File: src/rtl/arb_pkg.sv
// Shared types and defaults for the memory bus arbiter.
//   arb_state_e  : arbiter FSM states
//   owner_idx_t  : master index, wide enough for the largest supported master count
//   wrap_inc     : index increment with wrap-around at a run-time master count
package arb_pkg;

  typedef enum logic [0:0] {
    StIdle,
    StOwned
  } arb_state_e;

  localparam int unsigned DefTimeout = 16;
  localparam int unsigned DefMaxHold = 8;
  localparam int unsigned MaxMasters = 8;
  localparam int unsigned OwnerW     = $clog2(MaxMasters);

  typedef logic [OwnerW-1:0] owner_idx_t;

  function automatic owner_idx_t wrap_inc(owner_idx_t idx, int unsigned n);
    if (32'(idx) + 32'd1 >= n) begin
      return '0;
    end
    return idx + owner_idx_t'(1);
  endfunction

endpackage

File: src/rtl/rr_picker.sv
// Combinational round-robin selector.
//   req_i        : per-master request vector
//   last_owner_i : index of the most recent owner; the search starts just after it
//   valid_o      : at least one request is present
//   winner_o     : index of the first requester found, wrapping around
module rr_picker
  import arb_pkg::*;
#(
  parameter int unsigned NUM_MASTERS = 2
) (
  input  logic [NUM_MASTERS-1:0] req_i,
  input  logic [OwnerW-1:0]      last_owner_i,
  output logic                   valid_o,
  output logic [OwnerW-1:0]      winner_o
);

  owner_idx_t idx;

  always_comb begin
    valid_o  = 1'b0;
    winner_o = '0;
    idx      = last_owner_i;
    for (int unsigned i = 0; i < NUM_MASTERS; i++) begin
      idx = wrap_inc(idx, NUM_MASTERS);
      // Select req bit by comparison to keep index widths exact.
      for (int unsigned j = 0; j < NUM_MASTERS; j++) begin
        if (!valid_o && (owner_idx_t'(j) == idx) && req_i[j]) begin
          valid_o  = 1'b1;
          winner_o = idx;
        end
      end
    end
  end

endmodule

File: src/rtl/mem_bus_arbiter.sv
// Round-robin arbiter sharing one external memory bus between NUM_MASTERS masters.
//   req/lock       : per-master bus request and burst lock (lock sampled only at ack)
//   m_rd/m_wr      : per-master strobes; m_addr/m_wdata packed, master i at slice i
//   gnt            : registered one-hot grant
//   ack            : combinational transfer-complete pulse to the owner
//   rdata          : read data shared by all masters, zero unless a read is acked
//   bus_err        : one-cycle pulse on timeout or simultaneous rd+wr
//   mem_*          : memory-side strobes, address, write data, read data and ack
module mem_bus_arbiter
  import arb_pkg::*;
#(
  parameter int unsigned NUM_MASTERS = 2,
  parameter int unsigned ADDR_WIDTH  = 32,
  parameter int unsigned DATA_WIDTH  = 32,
  parameter int unsigned MAX_HOLD    = DefMaxHold,
  parameter int unsigned TIMEOUT     = DefTimeout
) (
  input  logic                              clk,
  input  logic                              rst_n,
  input  logic [NUM_MASTERS-1:0]            req,
  input  logic [NUM_MASTERS-1:0]            lock,
  input  logic [NUM_MASTERS-1:0]            m_rd,
  input  logic [NUM_MASTERS-1:0]            m_wr,
  input  logic [NUM_MASTERS*ADDR_WIDTH-1:0] m_addr,
  input  logic [NUM_MASTERS*DATA_WIDTH-1:0] m_wdata,
  output logic [NUM_MASTERS-1:0]            gnt,
  output logic [NUM_MASTERS-1:0]            ack,
  output logic [DATA_WIDTH-1:0]             rdata,
  output logic                              bus_err,
  output logic                              mem_rd,
  output logic                              mem_wr,
  output logic [ADDR_WIDTH-1:0]             mem_addr,
  output logic [DATA_WIDTH-1:0]             mem_wdata,
  input  logic [DATA_WIDTH-1:0]             mem_rdata,
  input  logic                              mem_ack
);

  localparam int unsigned HoldW = $clog2(MAX_HOLD + 1);
  localparam int unsigned ToW   = (TIMEOUT > 2) ? $clog2(TIMEOUT) : 1;

  arb_state_e             state_q, state_d;
  owner_idx_t             owner_q, owner_d;
  owner_idx_t             last_q, last_d;
  logic [NUM_MASTERS-1:0] gnt_q, gnt_d;
  logic [HoldW-1:0]       hold_q, hold_d;
  logic [ToW-1:0]         to_q, to_d;

  logic                   pick_valid;
  owner_idx_t             pick_idx;

  logic                   own_rd, own_wr, own_req, own_lock;
  logic [ADDR_WIDTH-1:0]  own_addr;
  logic [DATA_WIDTH-1:0]  own_wdata;
  logic                   owned, cur_rd, cur_wr;
  logic                   strobe, illegal, done_ok, tmo, ack_any;

  rr_picker #(
    .NUM_MASTERS (NUM_MASTERS)
  ) u_rr_picker (
    .req_i        (req),
    .last_owner_i (last_q),
    .valid_o      (pick_valid),
    .winner_o     (pick_idx)
  );

  // Owner's view of its inputs.
  always_comb begin
    own_rd    = 1'b0;
    own_wr    = 1'b0;
    own_req   = 1'b0;
    own_lock  = 1'b0;
    own_addr  = '0;
    own_wdata = '0;
    for (int unsigned i = 0; i < NUM_MASTERS; i++) begin
      if (owner_q == owner_idx_t'(i)) begin
        own_rd    = m_rd[i];
        own_wr    = m_wr[i];
        own_req   = req[i];
        own_lock  = lock[i];
        own_addr  = m_addr[i*ADDR_WIDTH +: ADDR_WIDTH];
        own_wdata = m_wdata[i*DATA_WIDTH +: DATA_WIDTH];
      end
    end
  end

  assign owned   = (state_q == StOwned);
  assign cur_rd  = owned & own_rd;
  assign cur_wr  = owned & own_wr;
  assign illegal = cur_rd & cur_wr;
  assign strobe  = cur_rd ^ cur_wr;
  assign done_ok = strobe & mem_ack;
  // On the last allowed cycle a real ack still wins over the abort.
  assign tmo     = strobe & ~mem_ack & (to_q == ToW'(TIMEOUT - 1));
  assign ack_any = done_ok | tmo | illegal;

  assign mem_rd    = cur_rd & ~cur_wr & ~tmo;
  assign mem_wr    = cur_wr & ~cur_rd & ~tmo;
  assign mem_addr  = owned ? own_addr : '0;
  assign mem_wdata = owned ? own_wdata : '0;
  assign rdata     = (done_ok && cur_rd) ? mem_rdata : '0;
  assign bus_err   = tmo | illegal;
  assign gnt       = gnt_q;

  always_comb begin
    for (int unsigned i = 0; i < NUM_MASTERS; i++) begin
      ack[i] = ack_any && (owner_q == owner_idx_t'(i));
    end
  end

  always_comb begin
    state_d = state_q;
    owner_d = owner_q;
    last_d  = last_q;
    gnt_d   = gnt_q;
    hold_d  = hold_q;
    to_d    = to_q;
    unique case (state_q)
      StIdle: begin
        if (pick_valid) begin
          state_d = StOwned;
          owner_d = pick_idx;
          hold_d  = '0;
          to_d    = '0;
          for (int unsigned i = 0; i < NUM_MASTERS; i++) begin
            gnt_d[i] = (pick_idx == owner_idx_t'(i));
          end
        end
      end
      StOwned: begin
        to_d = (strobe && !mem_ack) ? to_q + ToW'(1) : '0;
        if (done_ok) begin
          hold_d = hold_q + HoldW'(1);
          if (!(own_lock && own_req && (hold_q + HoldW'(1) < HoldW'(MAX_HOLD)))) begin
            state_d = StIdle;
            gnt_d   = '0;
            last_d  = owner_q;
            to_d    = '0;
          end
        end else if (tmo || illegal || (!own_req && !strobe)) begin
          state_d = StIdle;
          gnt_d   = '0;
          last_d  = owner_q;
          to_d    = '0;
        end
      end
      default: state_d = StIdle;
    endcase
  end

  always_ff @(posedge clk or negedge rst_n) begin
    if (!rst_n) begin
      state_q <= StIdle;
      owner_q <= '0;
      last_q  <= owner_idx_t'(NUM_MASTERS - 1);
      gnt_q   <= '0;
      hold_q  <= '0;
      to_q    <= '0;
    end else begin
      state_q <= state_d;
      owner_q <= owner_d;
      last_q  <= last_d;
      gnt_q   <= gnt_d;
      hold_q  <= hold_d;
      to_q    <= to_d;
    end
  end

endmodule

File: config.mk
export PLATFORM = sky130hd
export DESIGN_NAME = mem_bus_arbiter
export DESIGN_NICKNAME = d
export VERILOG_FILES = /design/src/rtl/arb_pkg.sv /design/src/rtl/rr_picker.sv /design/src/rtl/mem_bus_arbiter.sv
export SDC_FILE = /design/constraint.sdc
export NUM_CORES = 1
export LEC_CHECK = 0
export BUFFER_PORTS_ARGS = -buffer_cell sky130_fd_sc_hd__buf_2
export CAP_MARGIN = 30
export CORE_AREA = 2 2 107 109
export DETAILED_ROUTE_END_ITERATION = 10
export DIE_AREA = 0 0 109 111
export REMOVE_ABC_BUFFERS = 1
export SLEW_MARGIN = 20
export SYNTH_ARGS = -nofsm -noshare
export SYNTH_HDL_FRONTEND = slang
export SYNTH_SLANG_ARGS = --single-unit
File: constraint.sdc
create_clock -name clk -period 4.8 [get_ports clk]
set_input_delay 0.72 -clock clk [delete_from_list [all_inputs] [get_ports clk]]
set_output_delay 0.72 -clock clk [all_outputs]
set_load 0.02 [all_outputs]
==> summary.md <==
| Metric | Value |
|---|---|
| Tot Pwr | `about 2.4 mW` |
| Area grow syn2layout | `70.0%` |
| Yosys top cell area share | `a little over a fifth` |
| Worst EP arrival | `2850 ps` |
| Period utilization | `between 70% and 80%` |
| Area of the die | `approximately 12000 sq um` |
| Critical Path End Type | `primary output` |
| Fill cells | `1164` |
| Post-CTS Repair Setup Buffers | `0` |
| Largest net degree at the start of global routing | `53` |
| Leak Pwr | `2.25 nW` |
| Synthesized cell area | `2260 sq um` |
| Area post-placement | `between 3000 and 4000 sq um` |
| Setup_tns | `0 ps` |
| Count of final setup violators | `0` |
| Gp weighted congestion | `about 0.85` |
| Clock power share | `under 10%` |
| Core Area | `roughly 11000 sq um` |
| Vias per cell | `4.87` |
| First-pass GRT wire length | `between 15000 and 20000 um` |
| CTS root buffer | `clkbuf_16` |
| WP data required | `4080 ps` |
| Period minus WS final | `roughly 3600 ps` |
| Final nets | `between 700 and 800` |
| DR iter-0 viols | `roughly 220` |
| Final WS setup | `1230 ps` |
| Number of flops mapped to enable cells by yosys | `0` |
| # DRC | `0` |
| Pwr Density | `between 600 and 700 nW/um^2` |
| Post-route ant nets | `0` |
| Via count | `3484` |
| Cell count after placement | `around 710` |
| Max Cap Violations | `0` |
| Setup crit start kind | `flop` |
| Final Util | `34.6%` |
| Slew Viols, Final | `0` |
| Internal Power | `slightly below 1 mW` |
| Net switching fraction of the power | `between 50 and 60%` |
| Clock Skews | `4.40 ps` |
| Initial antenna violation count | `1` |
| Vias in the first global route | `3221` |
| Gr ovfl total | `0` |
| Final wirelength | `between 10000 and 15000 um` |
| Seq/Total Area, Yosys | `between 10% and 20%` |
| Commonest non-fill, non-tap cell in the layout | `buf_2` |
| IO Port Bufs | `~270` |
| Antenna fix cells | `0` |
| Synth Warn # | `0` |
| Setup Crit Path Kind | `reg2out` |
| Slew margin rel. | `~52%` |
| Gr usage total | `16.5%` |
| Clock Pin Slew Worst Setup and Hold Paths | `50 ps` |
| Final std cells w/o fill | `716` |
| Unique masters post-synth | `50` |
| Largest area contributor in the netlist | `a22oi_1` |
| Crit-path max FO | `35` |
| Sequential fraction of design power | `between 10% and 20%` |
| Initial core utilization | `~20%` |
| Avg Inst Size Synth | `a little over 7 sq um` |
| Ratio of cells with drive above 1 in the final layout | `a little over half` |
| FF/Latch Area | `approximately 430 sq um` |
| Drt pass-1 iters | `5` |
| Status | `complete, no violations` |
| RSZ-0062 raised after global routing | `no` |
| Synthesized instance count | `between 300 and 400` |
| TritonCTS clock tree | `built` |
| Fmax | `~280 MHz` |
| Wirelength per Cell | `approximately 15 um` |
| Final hold slack | `395 ps` |
| Design Area, Final | `approximately 3800 sq um` |
| FF+latch count, synth | `17` |
| Hold Vio Cnt, Final | `0` |
| Worst VDD drop | `0.303 mV` |
| I/O pins | `approximately 270` |
| NetSw | `roughly 1.4 mW` |
| Rows | `39` |
| TritonCTS Buffers | `3` |
| Combinational share of power | `83.1%` |
| Final HPWL DP | `just over 9000 um` |
| H-tree levels | `1` |
| HP Class | `in2async` |
| Post_cts resized | `0` |
| FFs w/ async S/R, synth | `100%` |
| Die width | `roughly 110 um` |
| Multi-input logic area | `1710 sq um` |
| Place WS | `~1500 ps` |
| Clk_lat worst skew | `around 240 ps` |
| Clock buffer depth | `2` |
| Die Y | `between 100 and 150 um` |
| Synth area leaders | `a22oi_1 21%, dfrtp_1 18%, nor2_1 12%, and2_1 9.1%, ha_1 5.0%` |
| Most frequent cells in the layout | `273 x buf_2, 71 x nor2_1, 64 x a22oi_1, 33 x and2_1, 16 x dfrtp_1` |
| CTS sink cnt | `17` |
| Worst-Margin Slew | `706 ps` |
| CTS Hold Bufs | `0` |
| Main flop type after synthesis | `dfrtp_1` |
==> power by group through the flow <==
| stage | clock network (mW) | logic [mW] | registers, mW |
|---|---|---|---|
| final | 0.164 | 1.98 | 0.239 |
| after detailed placement | 0 | 1.98 | 0.240 |
| after floorplan | 0 | 1.34 | 0.229 |
| after CTS | 0.166 | 1.99 | 0.238 |
| after global placement | 0 | 1.94 | 0.237 |
| after global routing | 0.174 | 2.15 | 0.245 |
==> cell type report <==
type	count	area share, %
Clock inverter	1	0.130
Multi-Input combinational cell	266	44.7
Tap cell	143	4.66
Timing Repair Buffer	279	36.8
Clock buffer	3	1.96
Sequential cell	17	11.1
Inverter	7	0.685
==> routing by layer <==
layer / share of wire [%] / track usage (%) / up-vias / wire length [um]
met2: 50 / 28.9 / 168 / 5430
li1: - / - / 1658 / -
met1: 41 / 21.1 / 1640 / 4450
met5: 0.12 / 0 / - / 13
met3: 7.4 / 3.00 / 16 / 803
met4: 1.2 / 2.99 / 2 / 133
==> critical path, stage by stage (launching register included) <==
cell	delay, ps
dfrtp_1	450
nor3b_2	200
buf_4	240
a22o_1	270
and2_1	190
ha_1	360
nand2_1	160
nor2_1	130
buf_4	260
and2_1	170
buf_2	160
==> Yosys cell counts (2+ instances only) <==
| cell type | count |
|---|---|
| a21oi_1 | 3 |
| a22o_1 | 2 |
| a22oi_1 | 64 |
| and2_1 | 33 |
| buf_1 | 7 |
| clkbuf_1 | 20 |
| dfrtp_1 | 16 |
| ha_1 | 9 |
| inv_1 | 6 |
| mux2_2 | 4 |
| mux2i_1 | 3 |
| nand2_1 | 13 |
| nand2b_1 | 2 |
| nand3_1 | 8 |
| nor2_1 | 71 |
| nor2b_1 | 5 |
| nor3_1 | 2 |
| nor3b_1 | 3 |
| o21ai_0 | 5 |
| o22ai_1 | 5 |
| or2_2 | 3 |
| xnor2_1 | 3 |
| xor2_1 | 3 |
==> worst paths after layout <==
check | start | end | slack [ps] | cells after the start
worst max-delay path | owner_q[0]$_DFFE_PN0P_ | rdata[4] | 1230 | 10
max in group asynchronous | rst_n | last_q[0]$_DFFE_PN1P_ | 4090 | 1
worst min register to register | to_q[2]$_DFFE_PN0P_ | to_q[2]$_DFFE_PN0P_ | 520 | 1
worst min-delay path | rst_n | gnt[0]$_DFFE_PN0P_ | 390 | 1
min in group clk | to_q[2]$_DFFE_PN0P_ | to_q[2]$_DFFE_PN0P_ | 520 | 1
worst max register to register | owner_q[0]$_DFFE_PN0P_ | last_q[2]$_DFFE_PN0P_ | 1530 | 10
==> logic make-up (layout without fill, tap and decap cells) <==
group / count (synthesis) / in the layout / synth area share, %
AOI/OAI and AO/OA: 94 / 94 / 31.7
xor gates and xnor gates: 6 / 6 / 2.33
adders and majority gates: 9 / 9 / 4.99
buffers and inverters: 34 / 290 / 5.65
DFF: 17 / 17 / 18.9
muxes: 8 / 8 / 3.99
and+or+nand+nor: 149 / 149 / 32.5
==> registers in the layout, summed over array words and instances, names as in the netlist <==
name,flops
owned,1
gnt,2
last_q,3
owner_q,3
to_q,4
hold_q,4
Power figures use the tool's default switching activity.
